--- config.mk ---
export PLATFORM = sky130hd
export DESIGN_NAME = ram_arbiter_flat
export DESIGN_NICKNAME = d
export VERILOG_FILES = /design/src/rtl/ram_arbiter_if.sv /design/src/rtl/ram_arbiter.sv /design/src/flat_wrapper.sv
export SDC_FILE = /design/constraint.sdc
export NUM_CORES = 1
export LEC_CHECK = 0
export CORE_UTILIZATION = 30
export CTS_CLUSTER_SIZE = 12
export DETAILED_ROUTE_END_ITERATION = 8
export PLACE_DENSITY = 0.55
export SYNTH_ARGS = -nofsm -noshare
export SYNTH_HDL_FRONTEND = slang
export SYNTH_SLANG_ARGS = --single-unit
--- constraint.sdc ---
create_clock -name clock -period 2 [get_ports clock]
set_input_delay 0.5 -clock clock [delete_from_list [all_inputs] [get_ports clock]]
set_output_delay 0.5 -clock clock [all_outputs]
set_load 0.01 [all_outputs]
--- src/rtl/ram_arbiter_if.sv ---
// rtl/ram_arbiter_if.sv - requester and RAM-port bundle for the shared RAM arbiter
interface ram_arbiter_if #(
    parameter int ADDR_W = 5,
    parameter int DATA_W = 3
);
    logic              req0;
    logic              req1;
    logic              wr0;
    logic              wr1;
    logic [ADDR_W-1:0] addr0;
    logic [ADDR_W-1:0] addr1;
    logic [DATA_W-1:0] wdata0;
    logic [DATA_W-1:0] wdata1;
    logic              gnt0;
    logic              gnt1;
    logic              rvalid0;
    logic              rvalid1;
    logic [DATA_W-1:0] rdata0;
    logic [DATA_W-1:0] rdata1;
    logic              init_busy;
    logic [ADDR_W-1:0] ram_address;
    logic [DATA_W-1:0] ram_data;
    logic              ram_wren;
    logic [DATA_W-1:0] ram_q;

    modport slave (
        input  req0, req1, wr0, wr1, addr0, addr1, wdata0, wdata1, ram_q,
        output gnt0, gnt1, rvalid0, rvalid1, rdata0, rdata1, init_busy,
               ram_address, ram_data, ram_wren
    );

    modport master (
        output req0, req1, wr0, wr1, addr0, addr1, wdata0, wdata1, ram_q,
        input  gnt0, gnt1, rvalid0, rvalid1, rdata0, rdata1, init_busy,
               ram_address, ram_data, ram_wren
    );
endinterface

--- src/rtl/ram_arbiter.sv ---
// rtl/ram_arbiter.sv - RAM clear sequencer plus two-requester round-robin access arbiter
module ram_arbiter #(
    parameter int                ADDR_W   = 5,
    parameter int                DATA_W   = 3,
    parameter int                READ_LAT = 2,
    parameter logic [DATA_W-1:0] INIT_VAL = '0
) (
    input  logic           clock,
    input  logic           reset,
    ram_arbiter_if.slave   bus
);
    typedef enum logic {ST_INIT, ST_ARB} state_t;

    state_t              state_q;
    logic [ADDR_W-1:0]   clr_cnt_q;
    logic                fav1_q;
    logic                busy_q;
    logic [ADDR_W-1:0]   addr_q;
    logic [DATA_W-1:0]   data_q;
    logic                wren_q;
    logic [READ_LAT-1:0] pv_q;
    logic [READ_LAT-1:0] po_q;
    logic                rvalid0_q;
    logic                rvalid1_q;
    logic [DATA_W-1:0]   rdata0_q;
    logic [DATA_W-1:0]   rdata1_q;

    logic arb_en;
    logic gnt0_d;
    logic gnt1_d;
    logic rd_issue_d;

    // fav1_q set means requester 1 wins the next conflict
    assign arb_en     = !reset && (state_q == ST_ARB);
    assign gnt0_d     = arb_en && bus.req0 && (!bus.req1 || !fav1_q);
    assign gnt1_d     = arb_en && bus.req1 && (!bus.req0 || fav1_q);
    assign rd_issue_d = (gnt0_d && !bus.wr0) || (gnt1_d && !bus.wr1);

    always_ff @(posedge clock) begin
        if (reset) begin
            state_q   <= ST_INIT;
            clr_cnt_q <= '0;
            fav1_q    <= 1'b0;
            busy_q    <= 1'b1;
            addr_q    <= '0;
            data_q    <= '0;
            wren_q    <= 1'b0;
            pv_q      <= '0;
            po_q      <= '0;
            rvalid0_q <= 1'b0;
            rvalid1_q <= 1'b0;
            rdata0_q  <= '0;
            rdata1_q  <= '0;
        end else begin
            // owner tag travels alongside the RAM read latency
            pv_q[0] <= rd_issue_d;
            po_q[0] <= gnt1_d;
            for (int i = 1; i < READ_LAT; i++) begin
                pv_q[i] <= pv_q[i-1];
                po_q[i] <= po_q[i-1];
            end
            rvalid0_q <= pv_q[READ_LAT-1] && !po_q[READ_LAT-1];
            rvalid1_q <= pv_q[READ_LAT-1] &&  po_q[READ_LAT-1];
            if (pv_q[READ_LAT-1] && !po_q[READ_LAT-1]) rdata0_q <= bus.ram_q;
            if (pv_q[READ_LAT-1] &&  po_q[READ_LAT-1]) rdata1_q <= bus.ram_q;

            case (state_q)
                ST_INIT: begin
                    addr_q    <= clr_cnt_q;
                    data_q    <= INIT_VAL;
                    wren_q    <= 1'b1;
                    clr_cnt_q <= clr_cnt_q + 1'b1;
                    if (clr_cnt_q == '1) begin
                        state_q <= ST_ARB;
                        busy_q  <= 1'b0;
                    end
                end
                ST_ARB: begin
                    if (gnt0_d) begin
                        addr_q <= bus.addr0;
                        data_q <= bus.wdata0;
                        wren_q <= bus.wr0;
                        fav1_q <= 1'b1;
                    end else if (gnt1_d) begin
                        addr_q <= bus.addr1;
                        data_q <= bus.wdata1;
                        wren_q <= bus.wr1;
                        fav1_q <= 1'b0;
                    end else begin
                        wren_q <= 1'b0;
                    end
                end
                default: state_q <= ST_INIT;
            endcase
        end
    end

    assign bus.gnt0        = gnt0_d;
    assign bus.gnt1        = gnt1_d;
    assign bus.rvalid0     = rvalid0_q;
    assign bus.rvalid1     = rvalid1_q;
    assign bus.rdata0      = rdata0_q;
    assign bus.rdata1      = rdata1_q;
    assign bus.init_busy   = busy_q;
    assign bus.ram_address = addr_q;
    assign bus.ram_data    = data_q;
    assign bus.ram_wren    = wren_q;
endmodule
--- src/flat_wrapper.sv ---
// flat-port wrapper written by rule: the top's interface ports become plain ports
module ram_arbiter_flat 
#(
    parameter int                ADDR_W   = 5,
    parameter int                DATA_W   = 3,
    parameter int                READ_LAT = 2,
    parameter logic [DATA_W-1:0] INIT_VAL = '0
)
  (clock, reset, bus_req0, bus_req1, bus_wr0, bus_wr1, bus_addr0, bus_addr1, bus_wdata0, bus_wdata1, bus_ram_q, bus_gnt0, bus_gnt1, bus_rvalid0, bus_rvalid1, bus_rdata0, bus_rdata1, bus_init_busy, bus_ram_address, bus_ram_data, bus_ram_wren);
  ram_arbiter_if #(.ADDR_W(ADDR_W), .DATA_W(DATA_W)) bus_i ();
  input  logic clock;
  input  logic reset;
  input wire logic [$bits(bus_i.req0)-1:0] bus_req0;
  input wire logic [$bits(bus_i.req1)-1:0] bus_req1;
  input wire logic [$bits(bus_i.wr0)-1:0] bus_wr0;
  input wire logic [$bits(bus_i.wr1)-1:0] bus_wr1;
  input wire logic [$bits(bus_i.addr0)-1:0] bus_addr0;
  input wire logic [$bits(bus_i.addr1)-1:0] bus_addr1;
  input wire logic [$bits(bus_i.wdata0)-1:0] bus_wdata0;
  input wire logic [$bits(bus_i.wdata1)-1:0] bus_wdata1;
  input wire logic [$bits(bus_i.ram_q)-1:0] bus_ram_q;
  output wire logic [$bits(bus_i.gnt0)-1:0] bus_gnt0;
  output wire logic [$bits(bus_i.gnt1)-1:0] bus_gnt1;
  output wire logic [$bits(bus_i.rvalid0)-1:0] bus_rvalid0;
  output wire logic [$bits(bus_i.rvalid1)-1:0] bus_rvalid1;
  output wire logic [$bits(bus_i.rdata0)-1:0] bus_rdata0;
  output wire logic [$bits(bus_i.rdata1)-1:0] bus_rdata1;
  output wire logic [$bits(bus_i.init_busy)-1:0] bus_init_busy;
  output wire logic [$bits(bus_i.ram_address)-1:0] bus_ram_address;
  output wire logic [$bits(bus_i.ram_data)-1:0] bus_ram_data;
  output wire logic [$bits(bus_i.ram_wren)-1:0] bus_ram_wren;
  assign bus_i.req0 = bus_req0;
  assign bus_i.req1 = bus_req1;
  assign bus_i.wr0 = bus_wr0;
  assign bus_i.wr1 = bus_wr1;
  assign bus_i.addr0 = bus_addr0;
  assign bus_i.addr1 = bus_addr1;
  assign bus_i.wdata0 = bus_wdata0;
  assign bus_i.wdata1 = bus_wdata1;
  assign bus_i.ram_q = bus_ram_q;
  assign bus_gnt0 = bus_i.gnt0;
  assign bus_gnt1 = bus_i.gnt1;
  assign bus_rvalid0 = bus_i.rvalid0;
  assign bus_rvalid1 = bus_i.rvalid1;
  assign bus_rdata0 = bus_i.rdata0;
  assign bus_rdata1 = bus_i.rdata1;
  assign bus_init_busy = bus_i.init_busy;
  assign bus_ram_address = bus_i.ram_address;
  assign bus_ram_data = bus_i.ram_data;
  assign bus_ram_wren = bus_i.ram_wren;
  ram_arbiter #(.ADDR_W(ADDR_W), .DATA_W(DATA_W), .READ_LAT(READ_LAT), .INIT_VAL(INIT_VAL)) u_core (.clock(clock), .reset(reset), .bus(bus_i));
endmodule
After elaboration in Yosys (flattened, before gate mapping)
Index checks and enable logic that the tools add are counted.

storage, ports and cells
  bits in registers = 29
  input bits = 25
  output and inout port bits = 20
  logic and storage cells = 52

operators by class
  add/subtract/negate cells = 1
  equality and inequality tests = 2
  muxes and demuxes = 13
  bitwise gates (word level) = 1
  reductions and logical operators = 22

operator list
  operator                                      number
  2-to-1 mux 5 bit                              2
  one-hot mux 5 bit (2 select lines)            1
  logical AND 1 bit                             9
  zero test 1 bit                               7
  2-to-1 mux 1 bit                              6
  2-to-1 mux 3 bit                              2
  one-hot mux 3 bit (2 select lines)            1
  adder 5 x 1 -> 5 bit (second input constant)  1
  == test 5 bit (second input constant)         1
  AND reduction 2 bit                           2
  logical OR 1 bit                              3
  != test 3 bit (second input constant)         1
  one-hot mux 1 bit (2 select lines)            1
  nonzero test 2 bit                            1
  inverter 1 bit                                1

Depth between registers and ports, before layout
Gate-level depths: netlist of run 1.

  depth after elaboration = 7
  depth in mapped cells = 5
  depth with buffers taken out = 5

Worst setup path before layout of run 1
No wires, ideal clock.

  path kind = input to output
  start point = input port bus_req0
  end point = output port bus_gnt0
  data arrival time = 0.942 ns
  required time = 1.500 ns
  path slack = 0.558 ns
  stages on the path = 3
  buffers on the path = 0
  path through = a21boi_2 -> nand2_1 -> inv_2

between the ends
  word-level cells in the longest chain between the ends = 2

ends and longest elaborated chain
  what                             RTL line            RTL
  from (decl)                      flat_wrapper.sv:13  input wire logic [$bits(bus_i.req0)-1:0] bus_req0;
  logical AND 1 bit (2 in series)  ram_arbiter.sv:35   assign gnt0_d = arb_en && bus.req0 && (!bus.req1 || !fav1_q);
  to (decl)                        flat_wrapper.sv:22  output wire logic [$bits(bus_i.gnt0)-1:0] bus_gnt0;

No other way between the ends.

Final worst setup path of run 1
  start point = input port reset
  end point = output port bus_gnt1

between the ends
  word-level cells in the longest chain between the ends = 4

ends and longest elaborated chain
  what                             RTL line            RTL
  from (decl)                      flat_wrapper.sv:12  input logic reset;
  zero test 1 bit                  ram_arbiter.sv:34   assign arb_en = !reset && (state_q == ST_ARB);
  logical AND 1 bit                ram_arbiter.sv:34
  logical AND 1 bit (2 in series)  ram_arbiter.sv:36   assign gnt1_d = arb_en && bus.req1 && (!bus.req0 || fav1_q);
  to (decl)                        flat_wrapper.sv:23  output wire logic [$bits(bus_i.gnt1)-1:0] bus_gnt1;

No other way between the ends.

==> results of run 1 <==
-- state kept, by name (all words and copies together), names as in the netlist --
register	count
u_core.clr_cnt_q	5
u_core.bus.ram_wren	1
u_core.bus.ram_data	3
u_core.state_q	1
u_core.bus.rdata1	3
u_core.bus.ram_address	5
u_core.bus.rvalid0	1
u_core.bus.rdata0	3
u_core.bus.init_busy	1
u_core.fav1_q	1
u_core.po_q	2
u_core.bus.rvalid1	1
u_core.pv_q	2
-- what timing repair did --
action | CTS | global route
endpoints found under the hold margin | 0 | 0
endpoints found under the setup margin | 2 | 0
resized for setup | 6 | 0
buffers inserted | 1 | 0
hold buffers | 0 | 0
-- metal layers --
metal  part of all wire (%)  global-route usage, %  vias to the layer above
li1                       -                      -                      557
met1                     44                   17.8                      506
met2                     46                   25.6                       62
met3                    9.6                   5.56                        4
met4                   0.79                   4.08                        0
met5                      0                      0                        -
-- report_power, final --
part | total [mW] | switching, mW | internal [mW]
combinational | 0.114 | 0.0428 | 0.0708
sequential | 0.596 | 0.00793 | 0.588
clock | 0.522 | 0.211 | 0.310
total | 1.23 | 0.262 | 0.969
-- how the worst max path moves through the flow --
stage / cells after the start / start / end / slack, ns
after floorplan: 3 / bus_req0 / bus_gnt0 / 0.56
after global placement: 5 / bus_req0 / bus_gnt0 / -0.39
after detailed placement: 5 / bus_req0 / bus_gnt0 / -0.44
after CTS: 5 / reset / bus_gnt1 / 0.09
after global routing: 5 / reset / bus_gnt1 / 0.03
final: 5 / reset / bus_gnt1 / 0.10
-- cells by family (layout without fill, tap and decap cells) --
kind of cell,after synthesis,count (layout),share of synthesized area [%]
buffers and inverters,9,67,4.48
AND/OR/NAND/NOR,58,58,27.1
adder cells (fa/ha/maj),2,2,2.08
multiplexers,6,6,5.00
XOR/XNOR,2,2,1.46
AO/OA/AOI/OAI,18,18,11.6
flip-flops,29,29,48.3
-- cell usage after synthesis (3+ instances only) --
library cell,count,area share (%)
a221o_1,3,2.5
nor3_1,5,2.1
nand2b_1,4,2.1
and3_1,4,2.1
dfxtp_1,29,48
nor2b_1,9,4.7
nand2_1,6,1.9
a221oi_1,4,2.9
nand3_1,5,2.1
mux2i_1,6,5.0
a21oi_1,3,1.2
nor2_1,10,3.1
nor4_1,8,4.2
-- per-stage QoR --
stage          util (%)  hold WS [ns]  setup WS (ns)  std cells
6_report           49.3         0.438          0.103        230
5_1_grt            49.3         0.457         0.0284        230
4_1_cts            49.3         0.445         0.0941        230
3_5_place_dp       46.5         0.427         -0.438        221
3_3_place_gp       46.5         0.418         -0.387        221
2_1_floorplan         -         0.414          0.558        124
-- area by class of cell --
type                       count  area (sq um)  area share [%]
timing repair buffer          56           526            28.5
clock inverter                 1          5.00           0.271
sequential                    29           581            31.5
inverter                       3          11.3           0.610
clock buffer                   7          96.3            5.22
tap                           48          60.1            3.25
multi-input combinational     86           567            30.7
==> run summary, run 1 <==
Status - complete, no violations
Routed len/inst - 13.1 microns
CP top delay family - buffers and inverters
Max clock buf depth - 2
Setup Crit Path Kind - in -> out
Yosys reg bits - 29
Hold Crit Endpoint - u_core.pv_q[1]
Global-route wire length before repair - 4860 microns
Synth Net Count - 151
1st-iter DRT viols - 43
Antenna violations before repair - 0
Count of cell types in the netlist - 35
Hold Crit Class - reg -> reg
R2R Setup Slk - 0.65 ns
Layout Nets - 208
CTS tree - yes
CTS sink cnt - 29
Root Driver - clkbuf_8
Ys Warns - 0
DRC violations left - 0
Worst VDD drop - 330 uV
Worst Min Path Start - u_core.pv_q[0]
Most frequent cells in the layout - 39 x clkdlybuf4s50_1, 29 x dfxtp_1, 12 x buf_4
Antenna diode count - 0
I/O pin cnt - 45
Async S/R FF share, synth - 0%
FMAX - 527 MHz
Area Growth Syn to Fin - 53.6%
Top_reg_cell synth - dfxtp_1
Drt total wl - 3020 microns
Commonest non-fill, non-tap cell in the layout - clkdlybuf4s50_1
WP data arrival - 1.40 ns
DR pass1 iterations - 4
CP max stage cell - dlygate4sd2_1
CTS buffer count - 5
H-tree depth - 2
Filler Cell Count - 375
Final min period - 1.90 ns
Layout cells sized above 1 - 13.7%
Lkg Pwr - 0.733 nW
Cell Area, Synth - 1200 sq um
Setup TNS Final - 0 ns
Avg Inst Size Synth - 9.69 sq um
Post-route design area - 1850 sq um
DP HPWL - 2180 microns
DIE AREA - 4260 sq um
Pwr dens - 667 nW/um^2
I/O Buffers - 44
Slew HR - 79.3%
Setup Skew - 0.00721 ns
Number of global-route vias before repair - 1097
Overall Power - 1.23 mW
Pin count of the biggest net entering global routing - 26
Critical path launch point type - input port
Least-Margin Pin Slew - 0.308 ns
Max-slew violations - 0
Period utilization - 94.8%
Crit Path Max Fanout - 3
Final hold viol count - 0
Reg clk slew, reported paths - 0.06 ns
Routability Congestion - 0.715
EDFF count, synth - 0
Grt total ovfl - 0
Worst EP required - 1.50 ns
Antenna Nets Post-Route - 0
Die height - 65.3 microns
Core Rows - 22
Starting Density - 32.1%
Total GRT Usage - 15.1%
Area after DPL - 1740 sq um
FF-to-FF path depth - 4
RSZ-0062 raised after global routing - false
WP buf/inv - 3
Core area - 3740 sq um
Final setup viols - 0
CP peak stage delay - 0.28 ns
Worst path cell trace - dlygate4sd2_1 -> nor2b_4 -> nand3_1 -> inv_2 -> dlygate4sd2_1
Critical Path End Type - output port
Most Frequent Cell on Critical Path - dlygate4sd2_1
Sequential share of the synthesized area - 48.3%
Hold Path Depth - 1
Post-Synthesis Cells - 124
Reg-to-Reg End - u_core.bus.ram_address[4]
Via count - 1129
Max cap viols - 0
Die X - 65.3 microns
Via density - 4.91
R2R Path Start - u_core.state_q
Worst skew pair latency - 0.28 ns
No activity file was read; power rests on OpenSTA's default activity.
==> run 2, diff against run 1 <==
--- a/config.mk
+++ b/config.mk
@@ -5,9 +5,11 @@
 export SDC_FILE = /design/constraint.sdc
 export NUM_CORES = 1
 export LEC_CHECK = 0
+export CORE_ASPECT_RATIO = 0.75
 export CORE_UTILIZATION = 30
 export CTS_CLUSTER_SIZE = 12
 export DETAILED_ROUTE_END_ITERATION = 8
+export GPL_ROUTABILITY_DRIVEN = 1
 export PLACE_DENSITY = 0.55
 export SYNTH_ARGS = -nofsm -noshare
 export SYNTH_HDL_FRONTEND = slang
==> constraint.sdc (replaced) <==
create_clock -name clock -period 2 [get_ports clock]
set_input_delay 0.5 -clock clock [delete_from_list [all_inputs] [get_ports clock]]
set_output_delay 0.5 -clock clock [all_outputs]
set_load 0.005 [all_outputs]
==> run 2 against run 1 <==
Sequential power is essentially flat. Largest cell class is now non-clock buffers. Via count grew 4.9%. Power grew 0.18%. Die area is essentially flat. Critical path depth grew 8. Highest routed layer unchanged. Register-to-register slack lost 0.57 ns.
==> run summary, run 2 (synthesized netlist as in run 1, its figures left out) <==
WP data arrival - 2.14 ns (was 1.40 ns)
CP top delay family - buffers and inverters (unchanged)
H-tree depth - 2 (unchanged)
Crit Path Max Fanout - 2 (was 3)
Die height - 56.8 microns (was 65.3 microns)
CP max stage cell - clkdlybuf4s15_2 (was dlygate4sd2_1)
Most frequent cells in the layout - 39 x clkdlybuf4s50_1, 29 x dfxtp_1, 24 x buf_4 (was 39 x clkdlybuf4s50_1, 29 x dfxtp_1, 12 x buf_4)
CTS buffer count - 5 (unchanged)
I/O pin cnt - 45 (unchanged)
Core Util, Final - 52.1% (was 49.3%)
CP peak stage delay - 0.21 ns (was 0.28 ns)
Die X - 75.1 microns (was 65.3 microns)
Drt total wl - 3190 microns (was 3020 microns)
Setup WS pre-CTS - -0.344 ns (was -0.438 ns)
Starting Density - 32.0% (was 32.1%)
DR pass1 iterations - 4 (unchanged)
Critical path launch point type - input port (unchanged)
Routability Congestion - 0.887 (was 0.715)
Fin cells - 246 (was 230)
Overall Power - 1.23 mW (about the same)
Worst EP required - 2.21 ns (was 1.50 ns)
Filler Cell Count - 361 (was 375)
Status - complete, no violations (unchanged)
Final min period - 1.94 ns (was 1.90 ns)
Area Growth Syn to Fin - 62.8% (was 53.6%)
Worst skew pair latency - 0.28 ns (about the same)
Antenna Nets Post-Route - 0 (unchanged)
Final WS setup - 0.0628 ns (was 0.103 ns)
FMAX - 516 MHz (was 527 MHz)
Final hold viol count - 0 (unchanged)
Internal power - 0.971 mW (was 0.969 mW)
Core area - 3760 sq um (was 3740 sq um)
Worst Hold Slack - 0.439 ns (was 0.438 ns)
WP buf/inv - 10 (was 3)
Pwr dens - 630 nW/um^2 (was 667 nW/um^2)
DRC violations left - 0 (unchanged)
Routed len/inst - 13.0 microns (was 13.1 microns)
Placed insts - 227 (was 221)
Period utilization - 96.9% (was 94.8%)
Number of global-route vias before repair - 1096 (was 1097)
Final setup viols - 0 (unchanged)
Total GRT Usage - 16.4% (was 15.1%)
Slew HR - 81.2% (was 79.3%)
FF+latch area - 581 sq um (unchanged)
Lkg Pwr - 0.793 nW (was 0.733 nW)
Worst VDD drop - 289 uV (was 330 uV)
Reg clk slew, reported paths - 0.06 ns (about the same)
Setup Skew - 0.00362 ns (was 0.00721 ns)
Setup TNS Final - 0 ns (unchanged)
Worst path cell trace - clkdlybuf4s15_2 -> nor2b_4 -> nand2_2 -> buf_4 -> buf_4 -> buf_4 -> buf_4 -> buf_4 -> buf_4 -> buf_4 -> buf_4 -> buf_4 -> o22ai_2 (was dlygate4sd2_1 -> nor2b_4 -> nand3_1 -> inv_2 -> dlygate4sd2_1)
Max clock buf depth - 2 (unchanged)
Area of the multi-input gates - 588 sq um (was 567 sq um)
Commonest non-fill, non-tap cell in the layout - clkdlybuf4s50_1 (unchanged)
Setup Crit Path Kind - in -> reg (was in -> out)
CTS tree - yes (unchanged)
Grt total ovfl - 0 (unchanged)
RSZ-0062 raised after global routing - false (unchanged)
DIE AREA - 4260 sq um (about the same)
Area after DPL - 1760 sq um (was 1740 sq um)
DP HPWL - 2240 microns (was 2180 microns)
Hold Crit Class - reg -> reg (unchanged)
Critical Path End Type - flop (was output port)
Clk pwr share - 42.3% (was 42.4%)
Root Driver - clkbuf_8 (unchanged)
Pin count of the biggest net entering global routing - 26 (unchanged)
Via count - 1184 (was 1129)
Layout cells sized above 1 - 22.2% (was 13.7%)
Combinational share of power - 9.4% (was 9.2%)
Least-Margin Pin Slew - 0.279 ns (was 0.308 ns)
Max-slew violations - 0 (unchanged)
Antenna violations before repair - 0 (unchanged)
Via density - 4.81 (was 4.91)
Sequential Power Share - 48.3% (was 48.4%)
Global-route wire length before repair - 5020 microns (was 4860 microns)
Switching power - 0.262 mW (about the same)
1st-iter DRT viols - 62 (was 43)
Antenna diode count - 0 (unchanged)
Core Rows - 19 (was 22)
I/O Buffers - 44 (unchanged)
CTS sink cnt - 29 (unchanged)
Layout Nets - 220 (was 208)
Post-route design area - 1960 sq um (was 1850 sq um)
Switching Fraction - 21.3% (about the same)
Max cap viols - 0 (unchanged)
Most Frequent Cell on Critical Path - buf_4 (was dlygate4sd2_1)
==> run 2: path summary, 6_finish.rpt <==
check	depth (start not counted)	start	endpoint	slack (ns)
worst max-delay path	13	reset	u_core.pv_q[0]	0.06
worst min-delay path	1	u_core.po_q[0]	u_core.po_q[1]	0.44
worst max register to register	12	u_core.fav1_q	u_core.pv_q[0]	0.08
worst min register to register	1	u_core.po_q[0]	u_core.po_q[1]	0.44
==> run 2: worst reg2reg max path, stage by stage (launching register included) <==
cell and delay, ns:
dfxtp_1 0.37, a21boi_4 0.18, nand2_2 0.08, buf_4 0.13, buf_4 0.12, buf_4 0.12
buf_4 0.12, buf_4 0.12, buf_4 0.13, buf_4 0.12, buf_4 0.12, buf_4 0.13
o22ai_2 0.12
==> run 2: power by group through the flow <==
stage / clock [mW] / sequential, mW / combinational [mW]
finish: 0.522 / 0.596 / 0.116
floorplan: 0 / 0.606 / 0.0339
global route: 0.566 / 0.597 / 0.125
global placement: 0 / 0.608 / 0.112
CTS: 0.540 / 0.596 / 0.115
detailed placement: 0 / 0.608 / 0.113
==> run 2: repair_timing <==
item                       in CTS  in global routing
buffers inserted               10                  1
pin swaps                       2                  1
setup endpoints to repair       2                  2
gates resized for setup        10                  5
hold buffers                    0                  0
==> run 2: cell type report <==
type                            instances  share of cell area (%)
Clock buffer                            7                    4.93
Clock inverter                          1                   0.256
Inverter                                3                   0.576
Multi-Input combinational cell         86                    30.1
Sequential cell                        29                    29.7
Tap cell                               52                    3.33
Timing Repair Buffer                   68                    31.2
==> run 2: metal layers <==
| metal | wire length [microns] | vias up | track usage (%) | share of wire, % |
|---|---|---|---|---|
| met4 | 37 | 0 | 6.47 | 1.2 |
| met1 | 1490 | 549 | 21.6 | 47 |
| met3 | 210 | 5 | 5.57 | 6.6 |
| met5 | 0 | - | 0 | 0 |
| met2 | 1440 | 44 | 24.2 | 45 |
| li1 | - | 586 | - | - |
==> RTL change 1, RTL diff (config.mk and constraints of run 1) <==
`DATA_W` is set to 3 in 3 places; all go to 6.
--- a/src/rtl/ram_arbiter_if.sv
+++ b/src/rtl/ram_arbiter_if.sv
@@ -2,5 +2,5 @@
 interface ram_arbiter_if #(
     parameter int ADDR_W = 5,
-    parameter int DATA_W = 3
+    parameter int DATA_W = 6
 );
     logic              req0;
--- a/src/rtl/ram_arbiter.sv
+++ b/src/rtl/ram_arbiter.sv
@@ -2,5 +2,5 @@
 module ram_arbiter #(
     parameter int                ADDR_W   = 5,
-    parameter int                DATA_W   = 3,
+    parameter int                DATA_W   = 6,
     parameter int                READ_LAT = 2,
     parameter logic [DATA_W-1:0] INIT_VAL = '0
--- a/src/flat_wrapper.sv
+++ b/src/flat_wrapper.sv
@@ -3,5 +3,5 @@
 #(
     parameter int                ADDR_W   = 5,
-    parameter int                DATA_W   = 3,
+    parameter int                DATA_W   = 6,
     parameter int                READ_LAT = 2,
     parameter logic [DATA_W-1:0] INIT_VAL = '0
Interface: changed (6 resized); port bits go from 45 to 63. No check against the original RTL was run, so the function may have changed too.
==> RTL change 1 against run 1 <==
  * Total power grew 25%
  * Worst setup slack improved by 28 ps
  * Via count up 31%
  * Critical path type unchanged
  * Sequential share of layout area decreased by 0.25 points
  * Highest routed layer unchanged
  * Non-clock buffer count is 23 higher
  * Critical endpoint is now bus_gnt0
  * Synthesized area rose by 29%
  * Die area rose by 28%
  * Cell area grew 32%
  * First-iteration DRC count increased by 23%
  * Sequential cell count increased by 9
  * Routed wire length increased by 35%
==> RTL change 1: results (changes against run 1) <==
[status]
status=finished clean

[pwr]
p_leak_nw=0.936  ; +28%
seqPwrFrac_pct=50.2  ; +1.8 points
power_switching_uw=317  ; +21%
pg_seq_uw=774  ; +30%
p_clk_uw=633  ; +21%
ir_worst_vdd_mv=0.371  ; +12%

[worst_setup_path]
critPathCapture=bus_gnt0
rrSetupSlack_ps=560  ; -90 ps
path_delay_family=buffers and inverters
r2r_start=u_core.state_q
reg2reg_to=u_core.bus.ram_data[5]
slowest_delay_ps=250  ; -30 ps
path_max_fanout=2  ; -1
reg2reg_depth=4  ; unchanged
startpoint=reset
slowest_stage=dlygate4sd2_1

[clock_tree]
clk_pin_slew_ps=70
root_buffer=clkbuf_8
insertion_delay_ps=290
cts_inserted_buffers=5  ; unchanged
htree_levels=2  ; unchanged
clk_path_buf_depth=2  ; unchanged

[place]
gp_congestion=0.802  ; +12%
io_buffers=62  ; +41%
hpwl_microns=2960  ; +36%

[route]
totalWireLength_microns=4080  ; +35%
drtIter0Drc=53  ; +23%
dr.pass1.iters=4  ; unchanged
dr_total_vias=1474  ; +31%

[yosys]
netlist_top_cells_area=dfxtp_1 49%, mux2i_1 5.2%, a221o_1 3.9%
synth_mux_area_share_pct=5.17  ; +0.17 points
yosys_warnings=0  ; unchanged
synth.distinct_cells=39  ; +11%
syn_nets=199  ; +32%
async_flop_share_pct=0  ; unchanged
synth-xor-area-share_pct=1.70  ; +0.24 points
synth_adder_area_share_pct=1.62  ; -0.47 points
ys_seq_area_share_pct=49.2  ; +0.82 points
synth_compound_area_share_pct=15.3  ; +3.7 points
synthTopCellsByCount=38 x dfxtp_1, 15 x nor2_1, 9 x nor2b_1, 8 x mux2i_1, 8 x nand2_1

[sta]
final.setup_skew_ps=6.45  ; -0.758 ps
maxSlewHeadroom_pct=66.4  ; -13 points

[global_route]
grtUsageTotal_pct=16.0  ; +0.90 points
grt_pass1_wl_microns=6530  ; +34%
antenna_found_initial=0  ; unchanged
grt_pass1_vias=1430  ; +30%
grt_start_max_net_pins=34  ; +31%

[finish]
fillCellCount=472  ; +26%
fin_nets=274  ; +32%
antenna_cells=0  ; unchanged
drive_above_1_share_pct=13.4  ; -0.35 points

[hold_path]
hold_path_class=reg2reg

==> RTL change 1: cell count changes after synthesis, sizes merged, moves of 4 or more <==
cell	before	now
buf	4	8
nand4	1	5
a21oi	3	7
nor2	10	15
nor3	5	1
and2	0	6
nor4	8	0
dfxtp	29	38
a2111oi	0	4
==> RTL change 1: worst min path at each step <==
stage	start	endpoint	slack [ps]	cells after the start
2_1_floorplan	u_core.po_q[0]	u_core.po_q[1]	410	1
3_3_place_gp	u_core.po_q[0]	u_core.po_q[1]	420	1
3_5_place_dp	u_core.pv_q[0]	u_core.pv_q[1]	430	1
4_1_cts	u_core.po_q[0]	u_core.po_q[1]	460	1
5_1_grt	u_core.po_q[0]	u_core.po_q[1]	470	1
6_report	u_core.po_q[0]	u_core.po_q[1]	450	1
==> RTL change 1: through the flow <==
step / setup slack, ps / instance area (sq um) / std cells / TNS [ps]
global placement: -412 / 2310 / 296 / -2930
CTS: 76.8 / 2440 / 306 / 0
floorplan: 439 / 1550 / 163 / 0
finish: 131 / 2440 / 306 / 0
global route: 49.3 / 2440 / 306 / 0
detailed placement: -444 / 2310 / 296 / -3370
==> RTL change 1: per-layer routing <==
layer  vias to the layer above  wire [microns]  global-route usage, %
met3                         2             197                   5.08
met2                        64            1960                   26.1
met5                         -               0                      0
met4                         0              24                   5.77
li1                        730               -                      -
met1                       678            1900                   19.8
==> RTL change 1: timing repair <==
item                       in CTS  in global routing
gates cloned                    0                  0
buffers inserted                2                  0
gates resized for setup        10                  1
setup endpoints to repair       8                  1
==> RTL change 1: final cells by class <==
cell class	count	area [sq um]	area share (%)
Tap cell	67	83.8	3.44
Inverter	6	22.5	0.924
Clock buffer	7	76.3	3.13
Timing Repair Buffer	79	741	30.4
Sequential cell	38	761	31.2
Clock inverter	1	30.0	1.23
Multi-Input combinational cell	108	723	29.7
==> RTL change 2, RTL diff (flow settings as in run 1) <==
Made on the original files. Reset style: asynchronous (`reset`), changed in one clocked block.
--- a/src/rtl/ram_arbiter.sv
+++ b/src/rtl/ram_arbiter.sv
@@ -37,5 +37,5 @@
     assign rd_issue_d = (gnt0_d && !bus.wr0) || (gnt1_d && !bus.wr1);
 
-    always_ff @(posedge clock) begin
+    always_ff @(posedge clock or posedge reset) begin
         if (reset) begin
             state_q   <= ST_INIT;
Formal check against the unedited RTL: differs if reset is asserted again (counterexample within 4 cycles, from zero or initial values and one cycle with reset high); with reset held inactive, the same outputs for 10 cycles.
==> RTL change 2 against run 1 <==
  * Via count decreased by 17%
  * Worst setup slack better by 69 ps
  * Sequential cell count unchanged
  * Global-route usage shrank 1.7 points
  * Clock skew fell by 4.3 ps
  * Synthesized area is 6.5% higher
  * Die area increased by 6.3%
  * Routed wire length down 16%
  * Cell area is 3.6% higher
  * First-iteration DRC count is 60% lower
Power is not compared: it rests on default switching activity, and its combinational part moved more than twofold at a synthesized area within 25%.
==> RTL change 2: results (changes against run 1) <==
[global_route]
grt_pass1_wl_microns=4400  ; -9.5%
grt_start_max_net_pins=31  ; +19%
grtUsageTotal_pct=13.4  ; -1.7 points
grt_pass1_vias=989  ; -9.8%

[clock_tree]
root_buffer=clkbuf_8
cts_resized=12  ; +6
clk_path_buf_depth=2  ; unchanged
clk_pin_slew_ps=60  ; about the same

[route]
dr.pass1.iters=3  ; -1
vias_per_cell=4.57  ; -7.0%
totalWireLength_microns=2540  ; -16%
drtIter0Drc=17  ; -60%

[yosys]
ys_seq_area_share_pct=56.8  ; +8.5 points
netlist_top_cells_area=dfrtp_1 55%, mux2i_1 16%, mux2_2 7.0%
avgSynthCellArea_sq_um=13.2  ; +36%
synth.distinct_cells=25  ; -29%
async_flop_share_pct=100  ; +100 points
syn_nets=124  ; -18%
synthTopCellsByCount=28 x dfrtp_1, 20 x mux2i_1, 8 x mux2_2, 7 x inv_1, 6 x nand2_1

[finish]
final_cells=205  ; -11%
drive_above_1_share_pct=20.0  ; +6.3 points
fin_nets=181  ; -13%

[sta]
final.setup_skew_ps=2.95  ; -4.25 ps
maxSlewHeadroom_pct=75.5  ; -3.8 points
fmaxAchievable_ghz=0.547  ; +3.8%
holdWs_ps=347  ; -91.1 ps

[hold_path]
whs_path_depth=0  ; -1
min_from=u_core.po_q[0]
min_to=u_core.po_q[1]

[worst_setup_path]
rrSetupSlack_ps=580  ; -70 ps
slowest_stage=dfstp_2
startpoint=u_core.bus.init_busy
path_max_fanout=2  ; -1
arrival_ps=1330  ; -70 ps
slowest_delay_ps=530  ; +250 ps
r2r_start=u_core.clr_cnt_q[0]
reg2reg_to=u_core.clr_cnt_q[4]
path_delay_family=flip-flops
critPathCapture=bus_init_busy

[place]
dp_slack_ps=-519  ; -81.8 ps
gp_congestion=0.703  ; -1.7%
dp.cells=196  ; -11%
placed_area_sq_mm=0.00182  ; +4.5%
hpwl_microns=1950  ; -10%

[pwr]
ir_worst_vdd_mv=0.382
p_clk_uw=482
p_per_area_mw_per_mm2=807

[status]
status=finished clean

[RTL change 2: final cells by class]
cell class | count | area [sq um]
Timing Repair Buffer | 53 | 498
Sequential cell | 29 | 727
Fill cell | 378 | 2150
Inverter | 7 | 26.3
Tap cell | 50 | 62.6
Multi-Input combinational cell | 58 | 508
Clock buffer | 8 | 90.1
[RTL change 2: routing by layer]
layer | vias up | share of wire (%) | routed length, microns | GRT usage [%]
met4 | 0 | 1.7 | 42 | 4.79
met2 | 41 | 47 | 1200 | 22.3
li1 | 443 | - | - | -
met3 | 6 | 7.5 | 190 | 5.74
met5 | - | 0 | 0 | 0
met1 | 446 | 44 | 1110 | 15.2
[RTL change 2: cell families after synthesis]
| kind of cell | count (synthesis) | share of synthesized area, % |
|---|---|---|
| AOI/OAI and AO/OA | 9 | 6.46 |
| buffers and inverters | 10 | 3.72 |
| DFF | 29 | 56.8 |
| adders and majority gates | 2 | 1.96 |
| xor gates and xnor gates | 3 | 2.06 |
| muxes | 28 | 22.7 |
| and+or+nand+nor | 16 | 6.26 |
